File: src/rtl/updown_seq_pkg.sv
// Shared types and constants for the up/down counter sequencer.
package updown_seq_pkg;

  typedef enum logic [1:0] {
    S_IDLE = 2'd0,
    S_RUN  = 2'd1,
    S_DONE = 2'd2
  } state_e;

  localparam logic [1:0] DIR_SHORT = 2'b00;
  localparam logic [1:0] DIR_UP    = 2'b01;
  localparam logic [1:0] DIR_DN    = 2'b10;

  // Direction policy: 2'b11 behaves like DIR_SHORT.
  function automatic logic pick_up(input logic [1:0] dir, input logic short_up);
    unique case (dir)
      DIR_UP:  pick_up = 1'b1;
      DIR_DN:  pick_up = 1'b0;
      default: pick_up = short_up;
    endcase
  endfunction

endpackage

File: src/rtl/updown_cnt_core.sv
// Wrapping up/down binary counter; advances one step per cycle while en is high.
module updown_cnt_core #(
  parameter int unsigned WIDTH = 3
) (
  input  logic             clk,
  input  logic             reset,
  input  logic             en,
  input  logic             updown,
  output logic [WIDTH-1:0] bin_count
);

  logic [WIDTH-1:0] count_q;

  always_ff @(posedge clk) begin
    if (reset) begin
      count_q <= '0;
    end else if (en) begin
      count_q <= updown ? count_q + 1'b1 : count_q - 1'b1;
    end
  end

  assign bin_count = count_q;

endmodule

File: src/rtl/updown_seq_ctrl.sv
// Command sequencer that steps the up/down counter to a target value.
// Define UPDOWN_SEQ_ABORT_EN to add the abort/aborted ports.
module updown_seq_ctrl
  import updown_seq_pkg::*;
#(
  parameter int unsigned WIDTH    = 3,
  parameter int unsigned STEP_DIV = 1
) (
  input  logic             clk,
  input  logic             reset,
  input  logic             cmd_valid,
  output logic             cmd_ready,
  input  logic [WIDTH-1:0] cmd_target,
  input  logic [1:0]       cmd_dir,
  output logic             updown,
  output logic             cnt_step,
  output logic [WIDTH-1:0] bin_count,
  output logic             busy,
  output logic             done
`ifdef UPDOWN_SEQ_ABORT_EN
  ,
  input  logic             abort,
  output logic             aborted
`endif
);

  localparam int unsigned PW = $clog2(STEP_DIV + 1);
  localparam logic [PW-1:0] PresLast = PW'(STEP_DIV - 1);

  state_e           state_q;
  logic [PW-1:0]    presc_q;
  logic [WIDTH-1:0] target_q;
  logic             updown_q;

  logic             at_target;
  logic             short_up;
  logic             abort_hit;
  logic [WIDTH-1:0] dist_up;
  logic [WIDTH-1:0] dist_dn;

  // Modular distances both ways; ties resolve upward.
  assign dist_up   = cmd_target - bin_count;
  assign dist_dn   = bin_count - cmd_target;
  assign short_up  = (dist_up <= dist_dn);
  assign at_target = (bin_count == target_q);

`ifdef UPDOWN_SEQ_ABORT_EN
  logic aborted_q;
  assign abort_hit = abort && (state_q == S_RUN);

  always_ff @(posedge clk) begin
    if (reset) begin
      aborted_q <= 1'b0;
    end else begin
      aborted_q <= abort_hit;
    end
  end

  assign aborted = aborted_q;
`else
  assign abort_hit = 1'b0;
`endif

  always_ff @(posedge clk) begin
    if (reset) begin
      state_q  <= S_IDLE;
      presc_q  <= '0;
      target_q <= '0;
      updown_q <= 1'b1;
    end else begin
      unique case (state_q)
        S_IDLE: begin
          if (cmd_valid) begin
            state_q  <= S_RUN;
            target_q <= cmd_target;
            updown_q <= pick_up(cmd_dir, short_up);
            presc_q  <= '0;
          end
        end
        S_RUN: begin
          if (abort_hit) begin
            state_q <= S_IDLE;
          end else if (at_target) begin
            state_q <= S_DONE;
          end else if (presc_q == PresLast) begin
            presc_q <= '0;
          end else begin
            presc_q <= presc_q + 1'b1;
          end
        end
        S_DONE: begin
          state_q <= S_IDLE;
        end
        default: begin
          state_q <= S_IDLE;
        end
      endcase
    end
  end

  assign cnt_step  = (state_q == S_RUN) && !at_target && (presc_q == PresLast) && !abort_hit;
  assign cmd_ready = (state_q == S_IDLE) && !reset;
  assign busy      = (state_q == S_RUN) || (state_q == S_DONE);
  assign done      = (state_q == S_DONE);
  assign updown    = updown_q;

  updown_cnt_core #(
    .WIDTH(WIDTH)
  ) u_cnt_core (
    .clk      (clk),
    .reset    (reset),
    .en       (cnt_step),
    .updown   (updown_q),
    .bin_count(bin_count)
  );

endmodule

File: config.mk
export PLATFORM = sky130hd
export DESIGN_NAME = updown_seq_ctrl
export DESIGN_NICKNAME = d
export VERILOG_FILES = /design/src/rtl/updown_seq_pkg.sv /design/src/rtl/updown_cnt_core.sv /design/src/rtl/updown_seq_ctrl.sv
export SDC_FILE = /design/constraint.sdc
export NUM_CORES = 1
export LEC_CHECK = 0
export ABC_AREA = 1
export CORE_UTILIZATION = 30
export DETAILED_ROUTE_END_ITERATION = 8
export GPL_ROUTABILITY_DRIVEN = 0
export GPL_TIMING_DRIVEN = 0
export PLACE_DENSITY = 0.64
export SETUP_SLACK_MARGIN = 0.1
export SYNTH_ARGS = -nofsm -noshare
export SYNTH_HDL_FRONTEND = slang
export SYNTH_SLANG_ARGS = --single-unit
File: constraint.sdc
create_clock -name clk -period 2.8 [get_ports clk]
set_input_delay 0.42 -clock clk [delete_from_list [all_inputs] [get_ports clk]]
set_output_delay 0.42 -clock clk [all_outputs]
set_load 0.1 [all_outputs]
==> summary.txt <==
Critical path
  • WS Path Type: reg -> out
  • Reg2Reg Setup Slack: 0.91 ns
  • Worst r2r src: u_cnt_core.bin_count[1]$_SDFFE_PP0N_
  • CP top delay family: buffers and inverters
  • Critical Path AT: 2.13 ns
  • CP Max Fanout: 3
  • Levels on crit path: 3
  • Setup crit end kind: output pin
  • CP endpoint: busy
  • Crit path from: state_q[0]$_SDFFE_PP0P_
  • Worst path required time: 2.38 ns
  • CP bufs+invs: 2
  • Crit path launch type: register
  • Reg2reg end: updown$_SDFFE_PP1P_
  • R2R depth: 8
  • Critical Path, Cell by Cell: inv_1 -> ha_1 -> clkdlybuf4s50_1
  • Slowest cell on the critical path: clkdlybuf4s50_1
  • Worst path max stage delay: 1.12 ns

Placed design
  • DPL Wire Length: 1080 um
  • Placed cell area: 848 um^2
  • IO buf count: 15
  • Post-Place Worst Slack: 0.265 ns

Hold path
  • Worst hold path class: reg -> reg
  • Worst Hold Depth: 2

Logic synthesis
  • Area leader, netlist: dfxtp_1
  • Yosys reg bits: 9
  • Share of the synthesized area in the top cell type: 27.1%
  • Ranking of synthesized cells by area: dfxtp_1 (27%), ha_1 (13%), nand2_1 (9.6%)
  • Cell count after synthesis: 89
  • Avg Cell Area, Syn: 7.47 um^2
  • Seq/Total Area, Yosys: 27.1%
  • Syn Nets: 107
  • Cell Area, Synth: 664 um^2
  • Yosys warnings: 0
  • Number of library cell types mapped by synthesis: 18

Drt
  • Antenna Violating Nets Remaining: 0
  • Final WL: 1330 um
  • WL/cell: 9.86 um
  • Total number of vias: 602
  • Vias per inst: 4.46
  • Initial DRT Pass Iterations: 4
  • Residual DRC count: 0
  • Initial DRC Count: 5

CTS
  • Clock tree from TritonCTS: built
  • Clock Tree Buf Depth: 2
  • Setup Fix Bufs, Post-CTS: 0
  • Cts repair resizes: 1
  • Htree depth: 1
  • Clock Sinks: 9
  • Worst skew pair latency: 0.26 ns
  • Worst-path clk slew: 0.06 ns
  • CTS buffer count: 3
  • Root buffer cell: clkbuf_4
  • Hold buffers post-CTS: 0

Status
  • Status: finished, final reports clean

Timing
  • Fin. max-slew vios: 0
  • RSZ-0062 raised after global routing: false
  • # setup viols final: 0
  • Final hold violations: 0
  • F_max: 393 MHz
  • Worst Max-Slew Pin Slew: 0.971 ns
  • Clk_skew: 0.00708 ns
  • Fin crit share: 90.9%
  • Crit path time final: 2.55 ns
  • Max transition margin: 35.1%
  • Setup TNS: 0 ns
  • Setup slack after layout: 0.255 ns

Layout
  • Antenna diodes: 0
  • Area Growth Syn to Fin: 31.8%
  • Most frequent cells in the layout: nand2_1 (17), inv_1 (16), clkdlybuf4s50_1 (13)
  • Post-route cell area: 876 um^2
  • Share of post-route cells with drive strength above 1: 7.41%
  • Most common cell after layout, fill and taps aside: nand2_1
  • Layout Nets: 127
  • Filler instances: 202

Global route
  • Gr ovfl total: 0
  • Total global-route track usage: 12.9%
  • Initial antenna violation count: 0
  • Largest net degree at the start of global routing: 9
  • First-pass GRT wire length: 2330 um
  • Number of global-route vias before repair: 575

Floorplanning
  • FP Rows: 16
  • Starting Density: 32.9%
  • Chip width: 49.1 um
  • Die height: 49.1 um
  • Die area: 0.00241 mm^2
  • Core area: 0.00202 mm^2
  • Io pins: 16

Job
  • Max Cap Violations: 0
-- sequential cells by signal, summed over array words and instances, names as in the netlist --
signal                count
updown                    1
target_q                  3
u_cnt_core.bin_count      3
state_q                   2
-- metal layers --
| layer | global-route usage [%] | wire length (um) | vias up |
|---|---|---|---|
| met2 | 21.9 | 649 | 10 |
| met4 | 7.84 | 25 | 0 |
| met5 | 0 | 0 | - |
| met1 | 13.9 | 618 | 273 |
| li1 | - | - | 315 |
| met3 | 4.05 | 38 | 4 |
-- final cells by class --
| class | instances | area (um^2) | area share, % |
|---|---|---|---|
| Clock buffer | 4 | 26.3 | 3.00 |
| Inverter | 17 | 68.8 | 7.86 |
| Multi-Input combinational cell | 63 | 415 | 47.4 |
| Sequential cell | 9 | 180 | 20.6 |
| Tap cell | 27 | 33.8 | 3.86 |
| Timing Repair Buffer | 15 | 151 | 17.3 |
-- worst min-delay path: cells and delay by family, from the launching register on --
family	cells	cell delay [ns]
buffers and inverters	1	0.07
DFF	1	0.31
AOI/OAI and AO/OA	1	0.06
-- worst min path at each step --
| stage | slack [ns] | from | to |
|---|---|---|---|
| final | 0.48 | target_q[0]$_SDFFE_PP0P_ | target_q[0]$_SDFFE_PP0P_ |
| after global routing | 0.50 | target_q[0]$_SDFFE_PP0P_ | target_q[0]$_SDFFE_PP0P_ |
| after CTS | 0.48 | target_q[0]$_SDFFE_PP0P_ | target_q[0]$_SDFFE_PP0P_ |
| after detailed placement | 0.47 | target_q[0]$_SDFFE_PP0P_ | target_q[0]$_SDFFE_PP0P_ |
| after global placement | 0.46 | target_q[1]$_SDFFE_PP0P_ | target_q[1]$_SDFFE_PP0P_ |
| after floorplan | 0.44 | target_q[1]$_SDFFE_PP0P_ | target_q[1]$_SDFFE_PP0P_ |
-- synth_stat cells --
| cell | count |
|---|---|
| nand3b_1 | 1 |
| nand2_4 | 1 |
| o21ai_0 | 5 |
| nor2_1 | 12 |
| nand3_2 | 2 |
| a21oi_1 | 6 |
| fa_1 | 3 |
| nand3_1 | 1 |
| ha_1 | 7 |
| dfxtp_1 | 9 |
| xnor2_1 | 2 |
| nand2_1 | 17 |
| o221ai_1 | 1 |
| inv_1 | 16 |
| or2_2 | 1 |
| o21ai_1 | 2 |
| clkinv_4 | 1 |
| xor2_1 | 2 |
-- through the flow --
step | hold slack, ns | instances | utilization [%]
floorplan | 0.444 | 89 | -
global placement | 0.456 | 131 | 42.0
detailed placement | 0.473 | 131 | 42.0
CTS | 0.482 | 135 | 43.2
global route | 0.499 | 135 | 43.3
finish | 0.481 | 135 | 43.3
-- kinds of logic after synthesis --
kind of cell	after synthesis	synth area share (%)
compound gates	14	11.1
xor+xnor	4	5.27
buf+inv	17	10.4
flops	9	27.1
fa+ha+maj	10	22.2
simple gates	35	23.9
Power is not shown: default switching activity piles up to over one toggle a cycle in this logic, so the estimate is an artifact.
